**config.mk**
```make
export PLATFORM = sky130hd
export DESIGN_NAME = fnd_scan_anim_driver
export DESIGN_NICKNAME = d
export VERILOG_FILES = /design/src/rtl/fnd_scan_anim_driver.sv
export SDC_FILE = /design/constraint.sdc
export NUM_CORES = 1
export LEC_CHECK = 0
export CAP_MARGIN = 20
export CORE_MARGIN = 4
export CORE_UTILIZATION = 30
export CTS_CLUSTER_SIZE = 30
export DETAILED_ROUTE_END_ITERATION = 8
export PLACE_DENSITY = 0.45
export SYNTH_ARGS = -nofsm -noshare
export SYNTH_HDL_FRONTEND = slang
export SYNTH_SLANG_ARGS = --single-unit
```
**constraint.sdc**
```tcl
create_clock -name clk -period 2.4 [get_ports clk]
set_input_delay 0.48 -clock clk [delete_from_list [all_inputs] [get_ports clk]]
set_output_delay 0.48 -clock clk [all_outputs]
set_load 0.01 [all_outputs]
```
**src/rtl/fnd_scan_anim_driver.sv**
```systemverilog
// fnd_scan_anim_driver: four-digit multiplexed 7-segment driver with a
// frame-synchronous BCD converter and a rotating-segment animation mode.
//
// Ports:
//   clk        - sole clock, rising edge
//   reset      - synchronous, active-high
//   input_data - 14-bit unsigned value to display, saturated to 9999
//   anim_mode  - 1 selects the rotating-segment animation
//   seg_data   - registered active-low segments {dp,g,f,e,d,c,b,a}
//   an         - registered active-low digit enables, an[0] = rightmost
//
// Optional feature: define FND_DP_BLINK_EN to blink the decimal point of
// digit 2 every BLINK_DIV clocks while in numeric mode.
module fnd_scan_anim_driver #(
    parameter int unsigned SCAN_DIV  = 100_000,
    parameter int unsigned ANIM_DIV  = 10_000_000,
    parameter int unsigned BLINK_DIV = 50_000_000
) (
    input  logic        clk,
    input  logic        reset,
    input  logic [13:0] input_data,
    input  logic        anim_mode,
    output logic [7:0]  seg_data,
    output logic [3:0]  an
);

    localparam int unsigned SCAN_W = (SCAN_DIV > 1) ? $clog2(SCAN_DIV) : 1;
    localparam int unsigned ANIM_W = (ANIM_DIV > 1) ? $clog2(ANIM_DIV) : 1;
    localparam logic [13:0] MAX_VAL = 14'd9999;

    // Reject divider settings the scan/convert timing cannot honour.
    if (SCAN_DIV < 32 || ANIM_DIV < 1 || BLINK_DIV < 1) begin : g_bad_param
        $error("fnd_scan_anim_driver: illegal divider parameter");
    end

    typedef enum logic [1:0] {IDLE, SHIFT, DONE} bcd_state_e;
    typedef enum logic {NUM, ANIM} mode_e;

    // ---------------------------------------------------------------
    // Refresh counter and digit index
    // ---------------------------------------------------------------
    logic [SCAN_W-1:0] scan_cnt_q, scan_cnt_d;
    logic [1:0]        idx_q, idx_d;
    logic              scan_tc_c;
    logic              frame_start_c;

    always_comb begin
        scan_tc_c     = (scan_cnt_q == SCAN_W'(SCAN_DIV - 1));
        frame_start_c = scan_tc_c && (idx_q == 2'd3);
        scan_cnt_d    = scan_tc_c ? '0 : scan_cnt_q + SCAN_W'(1);
        idx_d         = scan_tc_c ? idx_q + 2'd1 : idx_q;
    end

    // ---------------------------------------------------------------
    // Shift-add-3 binary to BCD converter, started once per frame
    // ---------------------------------------------------------------
    bcd_state_e  bcd_state_q, bcd_state_d;
    logic [13:0] bin_q, bin_d;
    logic [15:0] bcd_q, bcd_d;
    logic [15:0] disp_q, disp_d;
    logic [3:0]  iter_q, iter_d;
    logic [11:0] bcd_adj_c;

    // The thousands nibble never reaches 5 for inputs <= 9999, so only the
    // lower three nibbles need the add-3 correction.
    always_comb begin
        bcd_adj_c = bcd_q[11:0];
        for (int i = 0; i < 3; i++) begin
            if (bcd_q[4*i +: 4] >= 4'd5) begin
                bcd_adj_c[4*i +: 4] = bcd_q[4*i +: 4] + 4'd3;
            end
        end
    end

    always_comb begin
        bcd_state_d = bcd_state_q;
        bin_d       = bin_q;
        bcd_d       = bcd_q;
        disp_d      = disp_q;
        iter_d      = iter_q;
        case (bcd_state_q)
            IDLE: begin
                if (frame_start_c) begin
                    bin_d       = (input_data > MAX_VAL) ? MAX_VAL : input_data;
                    bcd_d       = '0;
                    iter_d      = '0;
                    bcd_state_d = SHIFT;
                end
            end
            SHIFT: begin
                bcd_d  = {bcd_q[14:12], bcd_adj_c, bin_q[13]};
                bin_d  = {bin_q[12:0], 1'b0};
                iter_d = iter_q + 4'd1;
                if (iter_q == 4'd13) begin
                    bcd_state_d = DONE;
                end
            end
            DONE: begin
                disp_d      = bcd_q;
                bcd_state_d = IDLE;
            end
            default: bcd_state_d = IDLE;
        endcase
    end

    // ---------------------------------------------------------------
    // Mode FSM and animation position
    // ---------------------------------------------------------------
    mode_e             mode_q, mode_d;
    logic [3:0]        pos_q, pos_d;
    logic [ANIM_W-1:0] step_q, step_d;

    always_comb begin
        mode_d = mode_q;
        pos_d  = pos_q;
        step_d = step_q;
        case (mode_q)
            NUM: begin
                if (anim_mode) begin
                    mode_d = ANIM;
                    pos_d  = '0;
                    step_d = '0;
                end
            end
            ANIM: begin
                if (!anim_mode) begin
                    mode_d = NUM;
                end else if (step_q == ANIM_W'(ANIM_DIV - 1)) begin
                    step_d = '0;
                    pos_d  = (pos_q == 4'd11) ? 4'd0 : pos_q + 4'd1;
                end else begin
                    step_d = step_q + ANIM_W'(1);
                end
            end
            default: mode_d = NUM;
        endcase
    end

    // Owner digit and segment bit index (0=a .. 5=f) for each position.
    logic [1:0] anim_dig_c;
    logic [2:0] anim_seg_c;

    always_comb begin
        anim_dig_c = 2'd3;
        anim_seg_c = 3'd0;
        case (pos_q)
            4'd0:    begin anim_dig_c = 2'd3; anim_seg_c = 3'd0; end
            4'd1:    begin anim_dig_c = 2'd2; anim_seg_c = 3'd0; end
            4'd2:    begin anim_dig_c = 2'd1; anim_seg_c = 3'd0; end
            4'd3:    begin anim_dig_c = 2'd0; anim_seg_c = 3'd0; end
            4'd4:    begin anim_dig_c = 2'd0; anim_seg_c = 3'd1; end
            4'd5:    begin anim_dig_c = 2'd0; anim_seg_c = 3'd2; end
            4'd6:    begin anim_dig_c = 2'd0; anim_seg_c = 3'd3; end
            4'd7:    begin anim_dig_c = 2'd1; anim_seg_c = 3'd3; end
            4'd8:    begin anim_dig_c = 2'd2; anim_seg_c = 3'd3; end
            4'd9:    begin anim_dig_c = 2'd3; anim_seg_c = 3'd3; end
            4'd10:   begin anim_dig_c = 2'd3; anim_seg_c = 3'd4; end
            4'd11:   begin anim_dig_c = 2'd3; anim_seg_c = 3'd5; end
            default: begin anim_dig_c = 2'd3; anim_seg_c = 3'd0; end
        endcase
    end

    // ---------------------------------------------------------------
    // Decimal point (digit 2)
    // ---------------------------------------------------------------
    logic dp_bit_c;

`ifdef FND_DP_BLINK_EN
    localparam int unsigned BLINK_W = (BLINK_DIV > 1) ? $clog2(BLINK_DIV) : 1;

    logic [BLINK_W-1:0] blink_cnt_q;
    logic               dp_q;

    // dp_q = 0 means lit, so the point starts lit out of reset.
    always_ff @(posedge clk) begin
        if (reset) begin
            blink_cnt_q <= '0;
            dp_q        <= 1'b0;
        end else if (blink_cnt_q == BLINK_W'(BLINK_DIV - 1)) begin
            blink_cnt_q <= '0;
            dp_q        <= ~dp_q;
        end else begin
            blink_cnt_q <= blink_cnt_q + BLINK_W'(1);
        end
    end

    assign dp_bit_c = (mode_q == NUM) ? dp_q : 1'b1;
`else
    assign dp_bit_c = 1'b1;
`endif

    // ---------------------------------------------------------------
    // Output decode
    // ---------------------------------------------------------------
    logic [3:0] digit_c;
    logic [6:0] enc_c;
    logic [7:0] seg_d;
    logic [3:0] an_d;

    always_comb begin
        digit_c = disp_q[3:0];
        case (idx_q)
            2'd0:    digit_c = disp_q[3:0];
            2'd1:    digit_c = disp_q[7:4];
            2'd2:    digit_c = disp_q[11:8];
            2'd3:    digit_c = disp_q[15:12];
            default: digit_c = disp_q[3:0];
        endcase

        enc_c = 7'h7F;
        case (digit_c)
            4'd0:    enc_c = 7'h40;
            4'd1:    enc_c = 7'h79;
            4'd2:    enc_c = 7'h24;
            4'd3:    enc_c = 7'h30;
            4'd4:    enc_c = 7'h19;
            4'd5:    enc_c = 7'h12;
            4'd6:    enc_c = 7'h02;
            4'd7:    enc_c = 7'h78;
            4'd8:    enc_c = 7'h00;
            4'd9:    enc_c = 7'h10;
            default: enc_c = 7'h7F;
        endcase

        an_d = ~(4'b0001 << idx_q);

        if (mode_q == ANIM) begin
            seg_d = (idx_q == anim_dig_c) ? ~(8'b0000_0001 << anim_seg_c) : 8'hFF;
        end else begin
            seg_d = {((idx_q == 2'd2) ? dp_bit_c : 1'b1), enc_c};
        end
    end

    // ---------------------------------------------------------------
    // State registers
    // ---------------------------------------------------------------
    always_ff @(posedge clk) begin
        if (reset) begin
            scan_cnt_q  <= '0;
            idx_q       <= '0;
            bcd_state_q <= IDLE;
            bin_q       <= '0;
            bcd_q       <= '0;
            disp_q      <= '0;
            iter_q      <= '0;
            mode_q      <= NUM;
            pos_q       <= '0;
            step_q      <= '0;
            seg_data    <= 8'hFF;
            an          <= 4'hF;
        end else begin
            scan_cnt_q  <= scan_cnt_d;
            idx_q       <= idx_d;
            bcd_state_q <= bcd_state_d;
            bin_q       <= bin_d;
            bcd_q       <= bcd_d;
            disp_q      <= disp_d;
            iter_q      <= iter_d;
            mode_q      <= mode_d;
            pos_q       <= pos_d;
            step_q      <= step_d;
            seg_data    <= seg_d;
            an          <= an_d;
        end
    end

endmodule

```
==> impl_metrics.env <==
export IMPL_switching_share=0.200
export IMPL_gr_total_overflow=0
export IMPL_hpwl_mm=8.47
export IMPL_use_met3=0.0398
export IMPL_slew_headroom=0.552
export IMPL_cp_max_fo=5
export IMPL_fillers=1772
export IMPL_arrival_ps=2540
export IMPL_syn2layout_area_growth_pct=24.6
export IMPL_holdWs_ps=456
export IMPL_hold_violations=0
export IMPL_synth_cell_types=61
export IMPL_power_density_nw_per_um2=725
export IMPL_nets=715
export IMPL_diodes=0
export IMPL_setup_viol=0
export IMPL_cp_required_ps=2680
export IMPL_cp_start_kind="register"
export IMPL_drt_initial_drc_count=197
export IMPL_drc=0
export IMPL_p_leak_nw=2.40
export IMPL_p_seq_frac=0.405
export IMPL_place_area_um2=6000
export IMPL_p_comb_frac=0.028
export IMPL_tightest_slew_ps=672
export IMPL_coreArea_um2=17400
export IMPL_seq_area_frac_synth=0.435
export IMPL_placedCellCount=879
export IMPL_synthCells=634
export IMPL_grtUsageMet2=0.213
export IMPL_power_mw=4.86
export IMPL_setup_tns_ps=0
export IMPL_antenna_left=0
export IMPL_path_clk_slew_ps=50
export IMPL_die_area_um2=20100
export IMPL_grt_pass1_vias=4451
export IMPL_rows=48
export IMPL_root_buffer="clkbuf_16"
export IMPL_numCtsBuffers=17
export IMPL_fin_area_um2=6700
export IMPL_fin_crit_ps=2270
export IMPL_cts_tree="yes"
export IMPL_place_port_buffers=28
export IMPL_synthesis_nets=672
export IMPL_grt_start_max_net_pins=57
export IMPL_instances_no_fill=915
export IMPL_post_synth_instance_area_um2=5380
export IMPL_antenna_found_initial=0
export IMPL_grtUsageMet1=0.154
export IMPL_yosysWarnings=0
export IMPL_worst_setup_path_type="register to register"
export IMPL_vias=4406
export IMPL_hold_path_class="register to register"
export IMPL_die_y_um=142
export IMPL_via_per_inst=4.82
export IMPL_grt_pass1_wl_mm=20.7
export IMPL_clk_latency_ps=410
export IMPL_synth_edf_count=0
export IMPL_max_freq_ghz=0.441
export IMPL_final_period_utilization=0.945
export IMPL_ys_flop_type="dfxtp_1"
export IMPL_start_util=0.309
export IMPL_cts_sinks=117
export IMPL_place_gp_congestion=0.812
export IMPL_p_int_mw=3.89
export IMPL_cts_max_path_buffers=2
export IMPL_async_flop_share=0
export IMPL_pwr_share_clk=0.567
export IMPL_ioPinCount=29
export IMPL_h_tree_depth=4
export IMPL_drive_gt1_frac=0.123
export IMPL_maxCapViolCount=0
export IMPL_cp_end_kind="register"
export IMPL_routedWlPerCell_um=13.0
export IMPL_grt_busiest_layer="met2"
export IMPL_ys_seq_elements=117
export IMPL_status="finished, final reports clean"
export IMPL_clock_skew_ps=5.22
export IMPL_slew_viol_final=0
export IMPL_drt_total_wl_mm=11.9
export IMPL_peakVddDrop_mv=0.489
export IMPL_rsz0062_at_grt="false"
export IMPL_grtUsageTotal=0.127
export IMPL_dieWidth_um=142
export IMPL_syn_avg_cell_area_um2=8.49
export IMPL_dr_pass1_iters=5
export IMPL_p_sw_uw=969
[cell usage after synthesis, drive strengths merged (3+ instances only)]
master	count	share of area
a211oi	3	0.0042
dfxtp	117	0.44
buf	9	0.010
nand3	22	0.021
nor4	6	0.012
mux2	3	0.0063
a222oi	4	0.0074
clkbuf	18	0.013
xor2	26	0.042
nor3b	4	0.0056
nand4	13	0.016
o21ai	24	0.022
mux2i	3	0.0056
nand2b	8	0.0093
or3	3	0.0035
or2	4	0.0047
a21oi	46	0.045
nand2	68	0.048
nand3b	3	0.0042
and2	3	0.0035
nor2	95	0.066
a221oi	4	0.0077
a22oi	10	0.014
inv	25	0.017
ha	21	0.049
and3	13	0.015
nor3	28	0.026
nor2b	3	0.0035
xnor2	19	0.031
[state kept, by name, summed over array words and instances (netlist names)]
register / flops
bcd_state_q: 2
idx_q: 2
disp_q: 16
bcd_q: 16
anim_dig_c: 2
bin_q: 14
anim_seg_c: 3
iter_q: 4
pos_q: 4
step_q: 24
seg_data: 8
scan_cnt_q: 17
mode_q: 1
an: 4
[worst paths after layout]
kind,from,endpoint,slack (ps),depth (start not counted)
hold reg to reg,scan_cnt_q[0],scan_cnt_q[0],460,1
hold / removal,scan_cnt_q[0],scan_cnt_q[0],460,1
setup / recovery,idx_q[0],seg_data[3],130,8
setup reg to reg,idx_q[0],seg_data[3],130,8
[power by group through the flow]
stage | combinational (mW) | sequential, mW | clock, mW
2_1_floorplan | 0.0634 | 2.01 | 0
3_3_place_gp | 0.135 | 2.01 | 0
3_5_place_dp | 0.137 | 2.01 | 0
4_1_cts | 0.137 | 1.97 | 2.83
5_1_grt | 0.149 | 1.97 | 2.93
6_report | 0.136 | 1.97 | 2.75
[layout by cell type (no fill, tap or decap), drive strengths merged, types with 13 or more instances in the layout]
cell,n
a21oi,46
and3,13
buf,24
clkbuf,19
clkdlybuf4s50,27
dfxtp,117
ha,21
inv,25
nand2,68
nand3,22
nand4,13
nor2,95
nor3,28
o21ai,24
xnor2,19
xor2,26
[routing by layer]
layer / wire [um] / vias to the layer above / part of all wire
li1: - / 2289 / -
met1: 5530 / 2061 / 0.46
met2: 5960 / 50 / 0.50
met3: 323 / 6 / 0.027
met4: 102 / 0 / 0.0086
met5: 0 / - / 0
[critical path: stages, from the launching register on]
cell and delay [ps]:
dfxtp_2 370, inv_1 90, ha_1 250, a222oi_1 430, mux2i_2 200, ha_1 340, mux2_2 280, a21oi_2 130
a41oi_1 50
[through the flow]
stage,setup slack [ps],utilization
after floorplan,309,-
after detailed placement,12.3,0.344
after global routing,10.0,0.385
after CTS,6.07,0.381
after global placement,138,0.344
final,132,0.385
[cell type report]
type	instances	area [um^2]	share of cell area
multi-input combinational	464	2840	0.424
sequential	117	2340	0.350
timing repair buffer	51	485	0.0724
clock buffer	19	443	0.0661
tap	225	282	0.0420
clock inverter	13	205	0.0306
inverter	26	97.6	0.0146
[logic make-up after synthesis]
| kind of cell | count (synthesis) | synth area share |
|---|---|---|
| AOI/OAI and AO/OA | 109 | 0.131 |
| xor gates and xnor gates | 45 | 0.0733 |
| adders and majority gates | 21 | 0.0488 |
| buffers and inverters | 53 | 0.0407 |
| DFF | 117 | 0.435 |
| muxes | 6 | 0.0119 |
| and+or+nand+nor | 283 | 0.259 |
[timing repair]
action,CTS,global route
hold buffers,0,0
setup buffers,0,4
setup endpoints to repair,0,10
gates resized for setup,0,10
No activity file was read; power rests on OpenSTA's default activity.
